**config.mk**
```make
export PLATFORM = sky130hd
export DESIGN_NAME = pwm_capture
export DESIGN_NICKNAME = d
export VERILOG_FILES = /design/src/rtl/pwm_capture.sv
export SDC_FILE = /design/constraint.sdc
export NUM_CORES = 1
export LEC_CHECK = 0
export CORE_MARGIN = 2
export CORE_UTILIZATION = 49
export DETAILED_ROUTE_END_ITERATION = 8
export GPL_TIMING_DRIVEN = 0
export HOLD_SLACK_MARGIN = 0.1
export PLACE_DENSITY = 0.79
export SYNTH_ARGS = -nofsm -noshare
export SYNTH_HDL_FRONTEND = slang
export SYNTH_SLANG_ARGS = --single-unit
export TNS_END_PERCENT = 20
```
**constraint.sdc**
```tcl
create_clock -name clock -period 1.6 [get_ports clock]
set_clock_uncertainty 0.1 [all_clocks]
set_input_delay 0.32 -clock clock [delete_from_list [all_inputs] [get_ports clock]]
set_output_delay 0.32 -clock clock [all_outputs]
set_load 0.03 [all_outputs]
```
**src/rtl/pwm_capture.sv**
```systemverilog
// pwm_capture: measures high time and period of an asynchronous pulse train.
// Optional glitch filter on the synchronized input: PWM_CAPTURE_FILTER_EN.
module pwm_capture #(
    parameter int W          = 20,
    parameter int TIMEOUT    = 1000000,
    parameter int FILTER_LEN = 4
) (
    input  logic         clock,
    input  logic         reset,
    input  logic         pwm_in,
    output logic         valid,
    output logic [W-1:0] high_cycles,
    output logic [W-1:0] period_cycles,
    output logic         stuck_high,
    output logic         stuck_low
);

    typedef enum logic [1:0] {
        WAIT_RISE = 2'd0,
        HIGH      = 2'd1,
        LOW       = 2'd2
    } state_t;

    localparam logic [W-1:0] TMO = W'(TIMEOUT);

    if (TIMEOUT < 2) begin : g_bad_timeout
        $error("pwm_capture: TIMEOUT must be at least 2");
    end
    if (FILTER_LEN < 2 || FILTER_LEN > 255) begin : g_bad_filter
        $error("pwm_capture: FILTER_LEN must be in 2..255");
    end

    state_t       state_q;
    state_t       state_d;
    logic         s1;
    logic         s2;
    logic         s3;
    logic         lvl;
    logic         rise;
    logic         fall;
    logic [W-1:0] cnt;
    logic [W-1:0] hi_latch;
    logic         tmo_hit;
    logic         cap;
    logic         lat;
    logic         tmo;

`ifdef PWM_CAPTURE_FILTER_EN
    logic       flt;
    logic [7:0] fcnt;

    // Level only follows s2 after FILTER_LEN consecutive differing cycles.
    always_ff @(posedge clock) begin
        if (reset) begin
            flt  <= 1'b0;
            fcnt <= 8'd0;
        end else if (s2 == flt) begin
            fcnt <= 8'd0;
        end else if (fcnt == 8'(FILTER_LEN - 1)) begin
            flt  <= s2;
            fcnt <= 8'd0;
        end else begin
            fcnt <= fcnt + 8'd1;
        end
    end

    assign lvl = flt;
`else
    assign lvl = s2;
`endif

    assign rise    = lvl & ~s3;
    assign fall    = ~lvl & s3;
    assign tmo_hit = (cnt == TMO) && !rise && !fall;

    // State register.
    always_ff @(posedge clock) begin
        if (reset) begin
            state_q <= WAIT_RISE;
        end else begin
            state_q <= state_d;
        end
    end

    // Next state plus capture, latch and timeout decisions.
    always_comb begin
        state_d = state_q;
        cap     = 1'b0;
        lat     = 1'b0;
        tmo     = 1'b0;
        unique case (state_q)
            WAIT_RISE: begin
                if (rise) begin
                    state_d = HIGH;
                end else if (tmo_hit) begin
                    tmo = 1'b1;
                end
            end
            HIGH: begin
                if (fall) begin
                    lat     = 1'b1;
                    state_d = LOW;
                end else if (rise) begin
                    cap     = 1'b1;
                    state_d = HIGH;
                end else if (tmo_hit) begin
                    tmo     = 1'b1;
                    state_d = WAIT_RISE;
                end
            end
            LOW: begin
                if (rise) begin
                    cap     = 1'b1;
                    state_d = HIGH;
                end else if (tmo_hit) begin
                    tmo     = 1'b1;
                    state_d = WAIT_RISE;
                end
            end
            default: state_d = WAIT_RISE;
        endcase
    end

    // Synchronizer, cycle counter, measurement and stuck-flag registers.
    always_ff @(posedge clock) begin
        if (reset) begin
            s1            <= 1'b0;
            s2            <= 1'b0;
            s3            <= 1'b0;
            cnt           <= '0;
            hi_latch      <= '0;
            valid         <= 1'b0;
            high_cycles   <= '0;
            period_cycles <= '0;
            stuck_high    <= 1'b0;
            stuck_low     <= 1'b0;
        end else begin
            s1    <= pwm_in;
            s2    <= s1;
            s3    <= lvl;
            cnt   <= rise ? W'(1) : cnt + W'(1);
            valid <= cap;
            if (lat) begin
                hi_latch <= cnt;
            end
            if (cap) begin
                high_cycles   <= hi_latch;
                period_cycles <= cnt;
            end
            if (rise || fall) begin
                stuck_high <= 1'b0;
                stuck_low  <= 1'b0;
            end else if (tmo) begin
                stuck_high <= lvl;
                stuck_low  <= ~lvl;
            end
        end
    end

endmodule

```
==> out/metrics.yaml, run 1 <==
yosys:
  yosys.area.top_type: "dfxtp_1"
  synth.cell_area_sq_um: 3497
  synth_flop_cell: "dfxtp_1"
  synth_edf_count: 0
  synthArstFlopShare_pct: 0
  synth_top_area_share_pct: 50.38
  synth_area_leaders: "dfxtp_1, nand2_1, a21oi_1, ha_1, clkbuf_1"
  syn_nets: 440
  yosysMostFrequentCell: "nand2_1"
  ys_types: 41
  synth-seq-cells: 88
  synth_area_per_cell_sq_um: 8.171
  ys_warn_count: 0
  ys_top_cells_by_count: "nand2_1, dfxtp_1, a21oi_1, clkbuf_1, nor2_1"
  ys_seq_area_share_pct: 50.38
  netlist_instances: 428
global_routing:
  gr-usage-all-layers_pct: 24.75
  grt_max_degree: 16
  first_global_vias: 3162
  grt_antenna_before_repair: 0
  grt_remaining_overflow: 0
  grt_first_pass_wirelength_um: 14750
floorplanning:
  die_area_sq_um: 7829
  fp-row-count: 30
  dieWidth_um: 88.48
  dieHeight_um: 88.48
  io_pins: 46
  start_util_pct: 50.91
  core_area_sq_um: 6869
worst_setup_path:
  slowest_delay_ps: 340
  crit_chain: "clkbuf_8 > nor4b_4 > nand3_2 > o31a_1 > o21a_1"
  crit_path_start_kind: "flop"
  slowest_stage: "o31a_1"
  crit_required_ps: 1760
  arrival_ps: 1890
  path_class: "flop to flop"
  critPathBufInv: 1
  critPathTopFamily: "compound AO/OA/AOI/OAI gates"
  crit_path_end_kind: "flop"
  crit_fanout: 9
detailed_routing:
  drc: 0
  vias_per_cell: 5.479
  dr.pass1.iters: 7
  ant_nets: 0
  drt_first_iter_violations: 285
  wire_per_inst_um: 15.61
  num_vias: 3260
  drt_wl_total_um: 9288
clock_network:
  clk_pin_slew_ps: 90
  cts_buffers: 9
  clkLatencyLatePin_ps: 370
  cts_tree: "done"
  root_buffer: "clkbuf_8"
  cts_hold_buf: 0
  htree_levels: 3
  cts_max_path_buffers: 2
  cts.sinks: 88
layout:
  num-fill-cells: 563
  n_antenna_cell: 0
  final_layout_size_suffix_gt1_share_pct: 20.04
  area_growth_pct: 33.42
  layout.nets: 506
  final_cells: 595
  utilization_pct: 67.92
  final_area_sq_um: 4666
sta:
  worst_pin_slew_ps: 627.6
  tns_ps: -656.5
  fin_crit_ps: 1731
  slew_headroom_pct: 58.16
  finalMaxSlewViolations: 0
  fin_ws_ps: -131.3
  rsz0062_at_grt: "true"
  max_clock_freq_ghz: 0.5776
  finalHoldViolCount: 0
  setup_viol: 18
  post-route-period-util_pct: 108.2
  holdWs_ps: 344.1
outcome:
  violations: "setup timing"
  status: "finished with violations"
power_and_ir_drop:
  p_clk_share_pct: 40.6
  p_seq_share_pct: 55.9
  p_per_area_nw_per_um2: 848.2
  total_power_mw: 3.958
  internal_power_mw: 3.020
  leakage_nw: 1.796
  ir_worst_vdd_v: 0.0005518
  swShare_pct: 23.70
  p_comb_share_pct: 3.5
  power.switching_uw: 937.8
placed_design:
  place_ws_ps: -304.8
  io_buffers: 44
  dp.cells: 568
  placed_area_sq_um: 4123
  place_congestion: 0.8462
  dp_hpwl_um: 5744
worst_hold_path:
  min_path_type: "flop to flop"
flow_run:
  cap_violations: 0
==> metal layers <==
layer / track usage, % / vias to the layer above / routed length, um
met3: 6.623 / 28 / 562
li1: - / 1558 / -
met1: 29.84 / 1528 / 3892
met5: 0 / - / 0
met4: 12.53 / 0 / 261
met2: 40.74 / 146 / 4571
==> cells by family after synthesis <==
kind of cell	share of synthesized area, %
flops	50.38
xor+xnor	2.504
buf+inv	5.044
fa+ha+maj	3.220
simple gates	25.44
compound gates	13.42
==> layout by cell type (no fill, tap or decap), types with 3 or more instances in the layout <==
cell	Yosys	layout
o21ai_0	3	3
nor2b_1	5	5
ha_4	0	5
a21oi_1	69	68
inv_1	11	7
dfxtp_4	0	4
dfxtp_1	88	72
nand4_1	5	5
buf_8	0	3
nor2_1	17	17
dlygate4sd2_1	0	43
nand3_1	10	7
o31ai_1	7	5
clkbuf_8	1	14
xor2_1	5	5
dfxtp_2	0	12
clkbuf_1	19	6
clkbuf_2	0	5
buf_6	1	6
xnor2_1	5	5
or4_1	5	5
buf_4	3	11
nand2_1	131	128
==> layout make-up <==
| cell class | instances | area, sq um | area share, % |
|---|---|---|---|
| Buffer | 27 | 226.5 | 4.854 |
| Clock buffer | 10 | 137.6 | 2.950 |
| Clock inverter | 6 | 66.31 | 1.421 |
| Inverter | 11 | 46.29 | 0.9922 |
| Multi-Input combinational cell | 302 | 1787 | 38.29 |
| Sequential cell | 88 | 1792 | 38.40 |
| Tap cell | 96 | 120.1 | 2.574 |
| Timing Repair Buffer | 55 | 490.5 | 10.51 |
==> registers in the layout, indices dropped and copies added, names as in the netlist <==
signal and count:
lvl 1, stuck_high 1, period_cycles 20, state_q 2
cnt 20, stuck_low 1, s3 1, s1 1
hi_latch 20, valid 1, high_cycles 20
==> worst paths after layout <==
path / start / to / slack [ps] / cells past startpoint
worst max-delay path: cnt[5] / stuck_high / -130 / 5
worst min-delay path: s1 / lvl / 340 / 1
worst max register to register: cnt[5] / stuck_high / -130 / 5
worst min register to register: s1 / lvl / 340 / 1
==> power by group through the flow <==
stage / logic, mW / clock network, mW / registers, mW
final: 0.140 / 1.61 / 2.21
after global routing: 0.154 / 1.70 / 2.21
after CTS: 0.128 / 1.61 / 2.21
after detailed placement: 0.116 / 0 / 2.26
after global placement: 0.112 / 0 / 2.26
after floorplan: 0.0843 / 0 / 2.26
==> timing repair <==
action | 4_1_cts | 5_1_grt
endpoints found under the setup margin | 102 | 65
cloned | 3 | 1
pin swaps | 10 | 3
buffers inserted | 7 | 2
hold endpoints to repair | 0 | 0
gates resized for setup | 101 | 21
Note: power is estimated with default switching activity, not from simulation.
==> run 2: changes to the inputs <==
Settings changed: MAX_ROUTING_LAYER set to met4.
==> out/metrics.yaml, run 2 (synthesized netlist as in run 1, its figures left out) <==
outcome:
  status: "finished with violations"  # unchanged
  violations: "setup timing"  # unchanged
power_and_ir_drop:
  internal_power_mw: 3.020  # about the same
  ir_worst_vdd_v: 0.0005344  # was 0.0005518 V
  p_comb_share_pct: 3.6  # was 3.5%
  swShare_pct: 23.46  # was 23.70%
  total_power_mw: 3.946  # was 3.958 mW
  p_clk_share_pct: 40.4  # was 40.6%
  leakage_nw: 1.796  # unchanged
  power.switching_uw: 925.6  # was 937.8 uW
  p_per_area_nw_per_um2: 845.6  # was 848.2 nW/um^2
  p_seq_share_pct: 56.1  # was 55.9%
global_routing:
  grt_max_degree: 16  # unchanged
  met2_usage_pct: 40.67  # was 40.74%
  grt_antenna_before_repair: 0  # unchanged
  grt_first_pass_wirelength_um: 14760  # was 14750 um
  met1_usage_pct: 29.96  # was 29.84%
  grt_remaining_overflow: 0  # unchanged
  first_global_vias: 3162  # unchanged
  gr-usage-all-layers_pct: 25.47  # was 24.75%
  busiest_layer: "met2"  # unchanged
  grt_util_met3_pct: 6.063  # was 6.623%
clock_network:
  cts.sinks: 88  # unchanged
  cts_hold_buf: 0  # unchanged
  cts_max_path_buffers: 2  # unchanged
  root_buffer: "clkbuf_8"  # unchanged
  clkLatencyLatePin_ps: 360  # was 370 ps
  cts_tree: "done"  # unchanged
  htree_levels: 3  # unchanged
  clk_pin_slew_ps: 90  # about the same
  cts_buffers: 9  # unchanged
placed_design:
  placed_area_sq_um: 4123  # unchanged
  io_buffers: 44  # unchanged
  place_congestion: 0.8595  # was 0.8462
  dp.cells: 568  # unchanged
  dp_hpwl_um: 5744  # unchanged
detailed_routing:
  wire_per_inst_um: 15.63  # was 15.61 um
  vias_per_cell: 5.550  # was 5.479
  drt_first_iter_violations: 274  # was 285
  drc: 0  # unchanged
  num_vias: 3302  # was 3260
  dr.pass1.iters: 8  # was 7
  drt_wl_total_um: 9299  # was 9288 um
  ant_nets: 0  # unchanged
floorplanning:
  fp-row-count: 30  # unchanged
  dieHeight_um: 88.48  # unchanged
  die_area_sq_um: 7829  # unchanged
  core_area_sq_um: 6869  # unchanged
  dieWidth_um: 88.48  # unchanged
  io_pins: 46  # unchanged
  start_util_pct: 50.91  # unchanged
sta:
  finalHoldViolCount: 0  # unchanged
  slew_headroom_pct: 57.18  # was 58.16%
  setup_viol: 15  # was 18
  post-route-period-util_pct: 108.1  # was 108.2%
  fin_crit_ps: 1729  # was 1731 ps
  max_clock_freq_ghz: 0.5783  # was 0.5776 GHz
  worst_pin_slew_ps: 642.3  # was 627.6 ps
  fin_ws_ps: -129.3  # was -131.3 ps
  finalMaxSlewViolations: 0  # unchanged
  rsz0062_at_grt: "true"  # unchanged
worst_setup_path:
  crit_fanout: 5  # was 9
  crit_start: "s3"  # was cnt[5]
  crit_end: "stuck_high"  # unchanged
  reg2reg_from: "s3"  # was cnt[5]
  crit_required_ps: 1750  # was 1760 ps
  ff2ff_path_depth: 7  # was 5
  crit_path_end_kind: "flop"  # unchanged
  crit_path_start_kind: "flop"  # unchanged
  r2r_end: "stuck_high"  # unchanged
  path_class: "flop to flop"  # unchanged
  arrival_ps: 1880  # was 1890 ps
  r2r_setup_slack_ps: -130  # about the same
flow_run:
  cap_violations: 0  # unchanged
layout:
  n_antenna_cell: 0  # unchanged
  final_layout_size_suffix_gt1_share_pct: 20.04  # unchanged
  final_cells: 595  # unchanged
  final_common_cell: "nand2_1"  # unchanged
  layout.nets: 506  # unchanged
  final_area_sq_um: 4666  # unchanged
  utilization_pct: 67.92  # unchanged
  mostFrequentLayoutCells: "nand2_1, dfxtp_1, a21oi_1"  # unchanged
  area_growth_pct: 33.42  # unchanged
worst_hold_path:
  min_path_type: "flop to flop"  # unchanged
run 2: cell counts in the layout (fill, tap and decap cells not counted):
Identical to the previous run, type by type.
run 2: timing repair:
action	4_1_cts	5_1_grt
setup endpoints to repair	102	67
resized for setup	101	21
gates cloned	3	1
setup buffers	7	2
pin swaps	10	3
endpoints found under the hold margin	0	0
run 2: layout make-up:
class                   count  area, sq um
fillers                   563         2203
clock inverters             6        66.31
flip-flops and latches     88         1792
inverters                  11        46.29
multi-input cells         302         1787
plain buffers              27        226.5
repair buffers             55        490.5
well taps                  96        120.1
clock buffers              10        137.6
run 2: per-stage QoR:
| step | setup WS, ps | setup TNS [ps] | hold WS (ps) |
|---|---|---|---|
| floorplan | -14.60 | -47.54 | 313.7 |
| global placement | -275.3 | -10210 | 328.9 |
| detailed placement | -304.8 | -13780 | 322.4 |
| CTS | -123.8 | -420.8 | 344.5 |
| global route | -198.4 | -2439 | 362.9 |
| finish | -129.3 | -666.5 | 344.1 |
run 2: power groups by stage:
stage          Clock, mW  Sequential (mW)  Combinational [mW]
4_1_cts             1.61             2.21               0.128
3_3_place_gp           0             2.26               0.112
2_1_floorplan          0             2.26              0.0843
5_1_grt             1.70             2.21               0.154
3_5_place_dp           0             2.26               0.116
6_report            1.59             2.21               0.141
run 2: per-layer routing:
layer  routed length (um)  share of wire [%]
met1                 3917                 42
met2                 4562                 49
met3                  545                5.9
met4                  273                2.9
met5                    0                  0
run 2: how the worst min path moves through the flow:
stage	startpoint	end	slack, ps	cells after the start
finish	s1	lvl	340	1
global route	s1	lvl	360	1
floorplan	s1	lvl	310	1
detailed placement	s1	lvl	320	1
global placement	s1	lvl	330	1
CTS	s1	lvl	340	1
run 2: critical path, cell delays in order, from the launching register on:
cell and delay [ps]:
dfxtp_2 370, inv_2 60, ha_4 170, nor3b_2 190
nand4_1 120, buf_6 160, o31a_1 270, o21a_1 180
